--- config.mk ---
export PLATFORM = sky130hd
export DESIGN_NAME = hole_fill_3x3
export DESIGN_NICKNAME = d
export VERILOG_FILES = /design/src/rtl/hole_fill_3x3.sv
export SDC_FILE = /design/constraint.sdc
export NUM_CORES = 2
export LEC_CHECK = 0
export CORE_MARGIN = 2
export CORE_UTILIZATION = 30
export DETAILED_ROUTE_END_ITERATION = 8
export PLACE_DENSITY = 0.53
export REMOVE_ABC_BUFFERS = 1
export SKIP_CTS_REPAIR_TIMING = 1
export SLEW_MARGIN = 20
export SYNTH_ARGS = -nofsm -noshare
export SYNTH_HDL_FRONTEND = slang
export SYNTH_SLANG_ARGS = --single-unit
--- constraint.sdc ---
create_clock -name clk -period 49.2 [get_ports clk]
set_clock_uncertainty 0.2 [all_clocks]
set_input_delay 4.92 -clock clk [delete_from_list [all_inputs] [get_ports clk]]
set_output_delay 4.92 -clock clk [all_outputs]
set_load 0.01 [all_outputs]
--- src/rtl/hole_fill_3x3.sv ---
// Streaming 3x3 binary hole filler with line history, border masking, valid/ready input and end-of-frame flush.
// Optional fill statistics are compiled in with the HF_STATS_EN macro.
module hole_fill_3x3 #(
  parameter int IMG_W = 640,
  parameter int IMG_H = 480
) (
  input  logic                                clk,
  input  logic                                rst,
  input  logic                                sof,
  input  logic                                in_valid,
  output logic                                in_ready,
  input  logic                                in_pix,
  input  logic [1:0]                          mode,
  input  logic [3:0]                          thr,
  output logic                                out_valid,
  output logic                                out_pix,
  output logic                                out_sof,
  output logic                                out_eol,
  output logic                                frame_done,
  output logic [$clog2(IMG_W*IMG_H+1)-1:0]    fill_count
);

  localparam int NPIX = IMG_W * IMG_H;
  localparam int CW   = $clog2(NPIX + IMG_W + 2);
  localparam int XW   = $clog2(IMG_W);
  localparam int YW   = $clog2(IMG_H);
  localparam int FCW  = $clog2(NPIX + 1);
  localparam int HW   = 2 * IMG_W + 2;

  localparam logic [CW-1:0] LAST_IN_C   = CW'(NPIX - 1);
  localparam logic [CW-1:0] LAST_FL_C   = CW'(NPIX + IMG_W);
  localparam logic [CW-1:0] FIRST_OUT_C = CW'(IMG_W + 1);
  localparam logic [CW-1:0] CNT_ONE_C   = CW'(1);
  localparam logic [XW-1:0] COL_LAST_C  = XW'(IMG_W - 1);
  localparam logic [XW-1:0] COL_ONE_C   = XW'(1);
  localparam logic [YW-1:0] ROW_LAST_C  = YW'(IMG_H - 1);
  localparam logic [YW-1:0] ROW_ONE_C   = YW'(1);

  localparam logic [1:0] S_IDLE  = 2'd0;
  localparam logic [1:0] S_RUN   = 2'd1;
  localparam logic [1:0] S_FLUSH = 2'd2;

  function automatic logic [3:0] popcount8(input logic [7:0] v);
    logic [3:0] cnt;
    cnt = 4'd0;
    for (int i = 0; i < 8; i++) begin
      cnt = cnt + {3'b000, v[i]};
    end
    return cnt;
  endfunction

  // nbr order: {nw, n, ne, w, e, sw, s, se}
  function automatic logic fill_rule(input logic [1:0] m, input logic [3:0] t,
                                     input logic c, input logic [7:0] nbr);
    logic r;
    case (m)
      2'd0:    r = c;
      2'd1:    r = c | (nbr[6] & (nbr[4] | nbr[3]));
      2'd2:    r = c | (nbr[6] & nbr[1] & nbr[4] & nbr[3]);
      2'd3:    r = c | (popcount8(nbr) >= t);
      default: r = c;
    endcase
    return r;
  endfunction

  logic [1:0]    state_r, state_nxt_s;
  logic [CW-1:0] pix_cnt_r, j_s;
  logic [HW-1:0] hist_r;
  logic [XW-1:0] col_r;
  logic [YW-1:0] row_r;
  logic [1:0]    mode_r;
  logic [3:0]    thr_r;
  logic          in_ready_r;
  logic          acc_s, inject_s, sof_acc_s, new_pix_s, emit_s;
  logic          top_s, bot_s, lft_s, rgt_s, c_s, fill_s;
  logic [7:0]    nbr_s;
  logic          out_valid_r, out_pix_r, out_sof_r, out_eol_r, frame_done_r;

  assign acc_s = in_valid & in_ready_r;

  // Frame sequencing: decides which pixel (input or flush zero) is injected and its frame index
  always_comb begin
    state_nxt_s = state_r;
    inject_s    = 1'b0;
    sof_acc_s   = 1'b0;
    j_s         = pix_cnt_r;
    new_pix_s   = in_pix;
    case (state_r)
      S_IDLE: begin
        if (acc_s && sof) begin
          sof_acc_s   = 1'b1;
          inject_s    = 1'b1;
          j_s         = {CW{1'b0}};
          state_nxt_s = S_RUN;
        end else begin
          state_nxt_s = S_IDLE;
        end
      end
      S_RUN: begin
        if (acc_s && sof) begin
          sof_acc_s   = 1'b1;
          inject_s    = 1'b1;
          j_s         = {CW{1'b0}};
          state_nxt_s = S_RUN;
        end else if (acc_s) begin
          inject_s = 1'b1;
          if (pix_cnt_r == LAST_IN_C) begin
            state_nxt_s = S_FLUSH;
          end else begin
            state_nxt_s = S_RUN;
          end
        end else begin
          state_nxt_s = S_RUN;
        end
      end
      S_FLUSH: begin
        inject_s  = 1'b1;
        new_pix_s = 1'b0;
        if (pix_cnt_r == LAST_FL_C) begin
          state_nxt_s = S_IDLE;
        end else begin
          state_nxt_s = S_FLUSH;
        end
      end
      default: begin
        state_nxt_s = S_IDLE;
      end
    endcase
  end

  assign emit_s = inject_s & (j_s >= FIRST_OUT_C);

  // Window taps: hist_r[i] holds the pixel i+1 places behind the one being injected
  always_comb begin
    top_s = (row_r == {YW{1'b0}});
    bot_s = (row_r == ROW_LAST_C);
    lft_s = (col_r == {XW{1'b0}});
    rgt_s = (col_r == COL_LAST_C);
    c_s   = hist_r[IMG_W];
    nbr_s[7] = hist_r[2*IMG_W+1] & ~top_s & ~lft_s;
    nbr_s[6] = hist_r[2*IMG_W]   & ~top_s;
    nbr_s[5] = hist_r[2*IMG_W-1] & ~top_s & ~rgt_s;
    nbr_s[4] = hist_r[IMG_W+1]   & ~lft_s;
    nbr_s[3] = hist_r[IMG_W-1]   & ~rgt_s;
    nbr_s[2] = hist_r[1]         & ~bot_s & ~lft_s;
    nbr_s[1] = hist_r[0]         & ~bot_s;
    nbr_s[0] = new_pix_s         & ~bot_s & ~rgt_s;
    fill_s = fill_rule(mode_r, thr_r, c_s, nbr_s);
  end

  // Control state, pixel history and centre coordinates
  always_ff @(posedge clk or posedge rst) begin
    if (rst) begin
      state_r    <= S_IDLE;
      in_ready_r <= 1'b1;
      pix_cnt_r  <= {CW{1'b0}};
      hist_r     <= {HW{1'b0}};
      col_r      <= {XW{1'b0}};
      row_r      <= {YW{1'b0}};
      mode_r     <= 2'd0;
      thr_r      <= 4'd0;
    end else begin
      state_r    <= state_nxt_s;
      in_ready_r <= (state_nxt_s != S_FLUSH);
      if (inject_s) begin
        hist_r    <= {hist_r[HW-2:0], new_pix_s};
        pix_cnt_r <= j_s + CNT_ONE_C;
      end
      if (sof_acc_s) begin
        col_r  <= {XW{1'b0}};
        row_r  <= {YW{1'b0}};
        mode_r <= mode;
        thr_r  <= thr;
      end else if (emit_s) begin
        if (rgt_s) begin
          col_r <= {XW{1'b0}};
          row_r <= bot_s ? {YW{1'b0}} : row_r + ROW_ONE_C;
        end else begin
          col_r <= col_r + COL_ONE_C;
        end
      end
    end
  end

  // Output register stage
  always_ff @(posedge clk or posedge rst) begin
    if (rst) begin
      out_valid_r  <= 1'b0;
      out_pix_r    <= 1'b0;
      out_sof_r    <= 1'b0;
      out_eol_r    <= 1'b0;
      frame_done_r <= 1'b0;
    end else begin
      out_valid_r  <= emit_s;
      out_pix_r    <= emit_s & fill_s;
      out_sof_r    <= emit_s & top_s & lft_s;
      out_eol_r    <= emit_s & rgt_s;
      frame_done_r <= emit_s & bot_s & rgt_s;
    end
  end

  assign in_ready   = in_ready_r;
  assign out_valid  = out_valid_r;
  assign out_pix    = out_pix_r;
  assign out_sof    = out_sof_r;
  assign out_eol    = out_eol_r;
  assign frame_done = frame_done_r;

`ifdef HF_STATS_EN
  localparam logic [FCW-1:0] FC_ONE_C = FCW'(1);
  logic [FCW-1:0] stat_cnt_r;
  logic [FCW-1:0] fill_count_r;
  logic           filled_s;

  assign filled_s = fill_s & ~c_s;

  // Per-frame 0->1 counter, published once the frame's last pixel has left
  always_ff @(posedge clk or posedge rst) begin
    if (rst) begin
      stat_cnt_r   <= {FCW{1'b0}};
      fill_count_r <= {FCW{1'b0}};
    end else begin
      if (emit_s) begin
        if (top_s && lft_s) begin
          stat_cnt_r <= filled_s ? FC_ONE_C : {FCW{1'b0}};
        end else if (filled_s) begin
          stat_cnt_r <= stat_cnt_r + FC_ONE_C;
        end
      end
      if (frame_done_r) begin
        fill_count_r <= stat_cnt_r;
      end
    end
  end

  assign fill_count = fill_count_r;
`else
  assign fill_count = {FCW{1'b0}};
`endif

endmodule

Yosys cells after proc, flatten, opt, wreduce, memory -nomap -nowiden
Index checks and enable logic that the tools add are counted.
Widths: inputs -> output; s select.
- register bits after elaboration: 1334
- output and inout bits: 25
- word-level logic and storage cells: 98
- add/sub/neg operators: 10
- order comparisons: 2
- eq/ne operators: 10
- multiplexer cells: 22
- bitwise gates (word level): 32
- reductions and logical operators: 9
- operator list (kind ; number):
    $eq 19x19->1 const B ; 2
    $mux 19 ; 2
    $mux 9 ; 4
    $mux 10 ; 3
    $and 1x1->1 ; 24
    $add 19x1->19 const B ; 1
    $ge 19x10->1 const B ; 1
    $add 4x1->4 ; 4
    $add 10x1->10 const B ; 1
    $eq 10x10->1 const B ; 1
    $logic_not 10->1 ; 1
    $add 9x1->9 const B ; 1
    $eq 9x9->1 const B ; 1
    $logic_not 9->1 ; 1
    $mux 2 ; 4
    $eq 2x2->1 const B ; 3
    $mux 1 ; 6
    $pmux 2 s3 ; 1
    $add 3x1->4 ; 1
    $eq 2x1->1 const B ; 2
    $ge 4x4->1 ; 1
    $logic_not 2->1 ; 2
    $not 1->1 ; 4
    $or 1x1->1 ; 4
    other kinds (9) ; 10

Logic depth before layout (Yosys ltp)
- depth after elaboration: 15
- mapped depth: 17
- gate-level depth less buffers: 16

Least setup slack after synthesis
Ideal clock, no wire load.
- path kind: input -> register
- start point: input port in_pix
- end point: register out_pix_r (netlist: out_pix)
- arrival: 8.059 ns
- data required time: 48.869 ns
- slack: 40.810 ns
- stages on the path: 13
- path buffers: 0
- cell sequence: nand4_1 > fa_1 > fa_1 > inv_1 > fa_1 > ha_1 > fa_1 > xor2_1 > ha_1 > o2111ai_1 > a21oi_1 > a311oi_1 > a31oi_1
- word-level cells in the longest chain between the ends: 14
- ends and longest elaborated chain (what ; line ; text):
    from (decl) ; 12 ; input logic in_pix,
    $mux 1 ; 88 ; case (state_r)
    $and 1x1->1 (2 in a row) ; 147 ; nbr_s[0] = new_pix_s & ~bot_s & ~rgt_s;
    $add 1x1->2 ; 47 ; cnt = cnt + {3'b000, v[i]};
    $add 2x1->3 ; 47 ;
    $add 3x1->4 ; 47 ;
    $add 4x1->4 (4 in a row) ; 47 ;
    $ge 4x4->1 ; 60 ; 2'd3: r = c | (popcount8(nbr) >= t);
    $or 1x1->1 ; 60 ;
    $pmux 1 s4 ; 56 ; case (m)
    $and 1x1->1 ; 195 ; out_pix_r <= emit_s & fill_s;
    to (signal assigned) ; 195 ;
    to (decl) ; 77 ; logic out_valid_r, out_pix_r, out_sof_r, out_eol_r, frame_done_r;
No other way between the ends.
A chain may end at the register's enable or synchronous reset.

==> out/qor.yml <==
grt:
  grt_max_degree: 221
  grt_overflow_total: 0
  global_route.usage.total: 0.104
  grt_pass1_wl_um: 159000
  first_global_vias: 34400
  antenna_found_initial: 0
logic_synthesis:
  post_synthesis_async_set_or_reset_flop_share: 1.00
  synth_cell_type_count: 57
  syn-mean-instance-area_um2: 8.81
  ys_ff_latch: 1334
  synth.cell_area_um2: 51100
  syn-instance-count: 5803
  synth_top_flop_cell: "sky130_fd_sc_hd__dfrtp_1"
  synth.yosys.warnings: 0
  sequential_to_total_area_share_from_yosys_stat: 0.653
  synth-edff-count: 0
sta:
  fin_setup_tns_ns: 0
  finalWorstPathRequiredPeriod_ns: 9.68
  maxSlewViolCount: 0
  period_share: 0.197
  maxSlewHeadroom: 0.233
  worst-slew-pin-transition_ns: 1.15
  rsz0062_at_grt: "false"
  fmaxAchievable_mhz: 103
  hold_ws_ns: 0.257
  final_hold_viol_count: 0
  final-setup-viol-count: 0
placed_design:
  dp_hpwl_um: 45300
  gp_routability_congestion: 0.697
  postPlaceCellArea_um2: 53100
  io_buffer_count: 16
worst_setup_path:
  r2r_end: "hist_r[931]"
  crit_type: "in2async"
  critical_path.max_fanout: 150
  r2r-start: "state_r[0]"
  critical_path_arrival_ns: 10.22
  rrSetupSlack_ns: 43.91
  worst_setup_path_start_kind: "input pin"
  worstRegToRegCells: 8
  critPathCaptureType: "async pin"
  worst-endpoint-required_ns: 49.74
worst_hold_path:
  min_delay_worst_endpoint: "hist_r[563]"
  min_delay_path_depth: 2
  hp-start: "hist_r[562]"
  timing.hold.worst.class: "reg2reg"
pwr:
  leakage_power_summed_over_all_cells_nw: 32.7
  vdd_ir_drop_max_mv: 0.0353
  powerDensity_nw_per_um2: 39.8
cells_and_area:
  final_util: 0.344
  fin_nets: 5734
  layout-drive-gt1-share: 0.0498
  area_growth_syn_to_layout_pct: 13.8
  number_of_diodes_added_for_antenna_fixing: 0
  post-route-cell-area_um2: 58200
floorplanning:
  std_cell_rows: 151
  initial_core_util: 0.302
  die_width_um: 417
  die_height_um: 417
  design.portCount: 36
  fp.coreArea_um2: 169000
  fp.dieArea_um2: 174000
routing:
  detail_route.wirelength_um: 87200
  drt_first_iter_violations: 2601
  detailedRoute.firstPassIterationCount: 7
  drt-wirelength-per-cell_um: 10.8
  detailroute.via_count: 34300
  drc: 0
  drt.antenna.violating_nets: 0
  per_cell_via_count_in_the_routed_design: 4.26
clocking:
  ctsHtreeMaxLevel: 4
  clk_latency_ns: 0.75
  clock_buffers_created_by_tritoncts: 147
  clock_sinks: 1334
  cts.path.max_buffers: 3
  cts_root_buffer: "sky130_fd_sc_hd__clkbuf_16"
  clock_pin_slew_of_the_registers_on_the_worst_case_setup_and_hold_paths_ns: 0.06
  cts_tree: "done"
job:
  maxCapViolCount: 0
outcome:
  run_status: "finished, final reports clean"
cell usage in the layout (no fill, tap or decap), types with 3 or more instances in the layout:
cell	n
sky130_fd_sc_hd__dfrtp_1	1333
sky130_fd_sc_hd__inv_1	20
sky130_fd_sc_hd__a21oi_1	24
sky130_fd_sc_hd__ha_1	13
sky130_fd_sc_hd__o211ai_1	3
sky130_fd_sc_hd__nand3_1	25
sky130_fd_sc_hd__inv_6	6
sky130_fd_sc_hd__o31ai_1	13
sky130_fd_sc_hd__clkbuf_1	33
sky130_fd_sc_hd__nand4b_1	3
sky130_fd_sc_hd__a31oi_1	3
sky130_fd_sc_hd__clkinv_8	6
sky130_fd_sc_hd__clkbuf_8	37
sky130_fd_sc_hd__bufinv_16	13
sky130_fd_sc_hd__clkinvlp_4	5
sky130_fd_sc_hd__nor3_1	9
sky130_fd_sc_hd__fa_1	4
sky130_fd_sc_hd__clkinv_2	17
sky130_fd_sc_hd__buf_4	38
sky130_fd_sc_hd__and3b_1	3
sky130_fd_sc_hd__or3_1	8
sky130_fd_sc_hd__buf_12	4
sky130_fd_sc_hd__nand4_1	20
sky130_fd_sc_hd__nand2_1	3888
sky130_fd_sc_hd__nor4_1	6
sky130_fd_sc_hd__clkdlybuf4s50_1	16
sky130_fd_sc_hd__and2_1	4
sky130_fd_sc_hd__nand2b_1	4
sky130_fd_sc_hd__or4_1	10
sky130_fd_sc_hd__and3_1	6
sky130_fd_sc_hd__xor2_1	5
sky130_fd_sc_hd__clkbuf_16	152
sky130_fd_sc_hd__o21ai_0	22
sky130_fd_sc_hd__conb_1	19
sky130_fd_sc_hd__nor2_1	17
state kept, by name, indices dropped and copies added (netlist names), 2 cells and up:
name	count
col_r	10
hist_r	1282
mode_r	2
pix_cnt_r	19
row_r	9
state_r	2
thr_r	4
layout make-up:
class / instances / area [um^2]
Timing Repair Buffer: 59 / 553
Multi-Input combinational cell: 4143 / 16300
Tap cell: 2218 / 2780
Sequential cell: 1334 / 33400
Inverter: 21 / 86.3
Fill cell: 17300 / 111000
Clock inverter: 47 / 663
Clock buffer: 222 / 4440
critical path, stage by stage:
cell and delay (ns):
sky130_fd_sc_hd__clkdlybuf4s50_1 0.49, sky130_fd_sc_hd__inv_8 0.62, sky130_fd_sc_hd__buf_12 0.63, sky130_fd_sc_hd__buf_4 0.75
sky130_fd_sc_hd__buf_4 0.87, sky130_fd_sc_hd__buf_4 0.77, sky130_fd_sc_hd__buf_4 0.87
synthesized netlist by cell type (4+ instances only):
cell,n,share of area
sky130_fd_sc_hd__and2_1,4,0.00049
sky130_fd_sc_hd__dfrtp_1,1333,0.65
sky130_fd_sc_hd__buf_4,20,0.0029
sky130_fd_sc_hd__nand4_1,20,0.0024
sky130_fd_sc_hd__o31ai_1,13,0.0019
sky130_fd_sc_hd__a21oi_1,24,0.0023
sky130_fd_sc_hd__nor3_1,9,0.00088
sky130_fd_sc_hd__or3_1,8,0.00098
sky130_fd_sc_hd__and3_1,6,0.00073
sky130_fd_sc_hd__nor2_1,17,0.0012
sky130_fd_sc_hd__nand2_1,3888,0.29
sky130_fd_sc_hd__clkbuf_1,180,0.013
sky130_fd_sc_hd__fa_1,4,0.0016
sky130_fd_sc_hd__nand2b_1,4,0.00049
sky130_fd_sc_hd__or4_1,10,0.0015
sky130_fd_sc_hd__buf_2,120,0.012
sky130_fd_sc_hd__nand3_1,25,0.0024
sky130_fd_sc_hd__nor4_1,6,0.00073
sky130_fd_sc_hd__ha_1,13,0.0032
sky130_fd_sc_hd__inv_1,21,0.0015
sky130_fd_sc_hd__xor2_1,5,0.00086
sky130_fd_sc_hd__o21ai_0,22,0.0022
per-stage QoR:
step           setup WS, ns  total power (W)  instances
2_1_floorplan          6.48          0.00118       5498
3_3_place_gp          38.42          0.00120       7774
3_5_place_dp          38.39          0.00120       7774
4_1_cts               39.25          0.00236       8043
5_1_grt               38.67          0.00242       8044
6_report              39.52          0.00231       8044
report_power, final:
group          internal, W  switching [W]  total (W)
sequential         0.00110     0.00000453    0.00111
combinational   0.00000818      0.0000619  0.0000700
clock             0.000693       0.000444    0.00114
total              0.00180       0.000511    0.00231
cells by family after synthesis:
group	count (synthesis)	synth area share
XOR/XNOR	7	0.00120
other	1	0.0000733
flip-flops	1334	0.653
multiplexers	1	0.000220
AO/OA/AOI/OAI	82	0.0102
AND/OR/NAND/NOR	4017	0.301
adder cells (fa/ha/maj)	17	0.00475
buffers and inverters	344	0.0298
per-layer routing:
metal	part of all wire	GRT usage	up-vias
met3	0.029	0.0204	141
met4	0.023	0.0359	0
met2	0.45	0.172	250
li1	-	-	17400
met5	0	0	-
met1	0.49	0.135	16500
worst max path at each step:
stage                     slack (ns)            to  start  depth (start not counted)
after floorplan                 6.48      col_r[0]    rst                          1
after global placement         38.42   hist_r[387]    rst                          7
after global routing           38.67  hist_r[1026]    rst                          7
final                          39.52  hist_r[1011]    rst                          7
after detailed placement       38.39   hist_r[389]    rst                          7
after CTS                      39.25   hist_r[361]    rst                          7
Power figures use the tool's default switching activity.
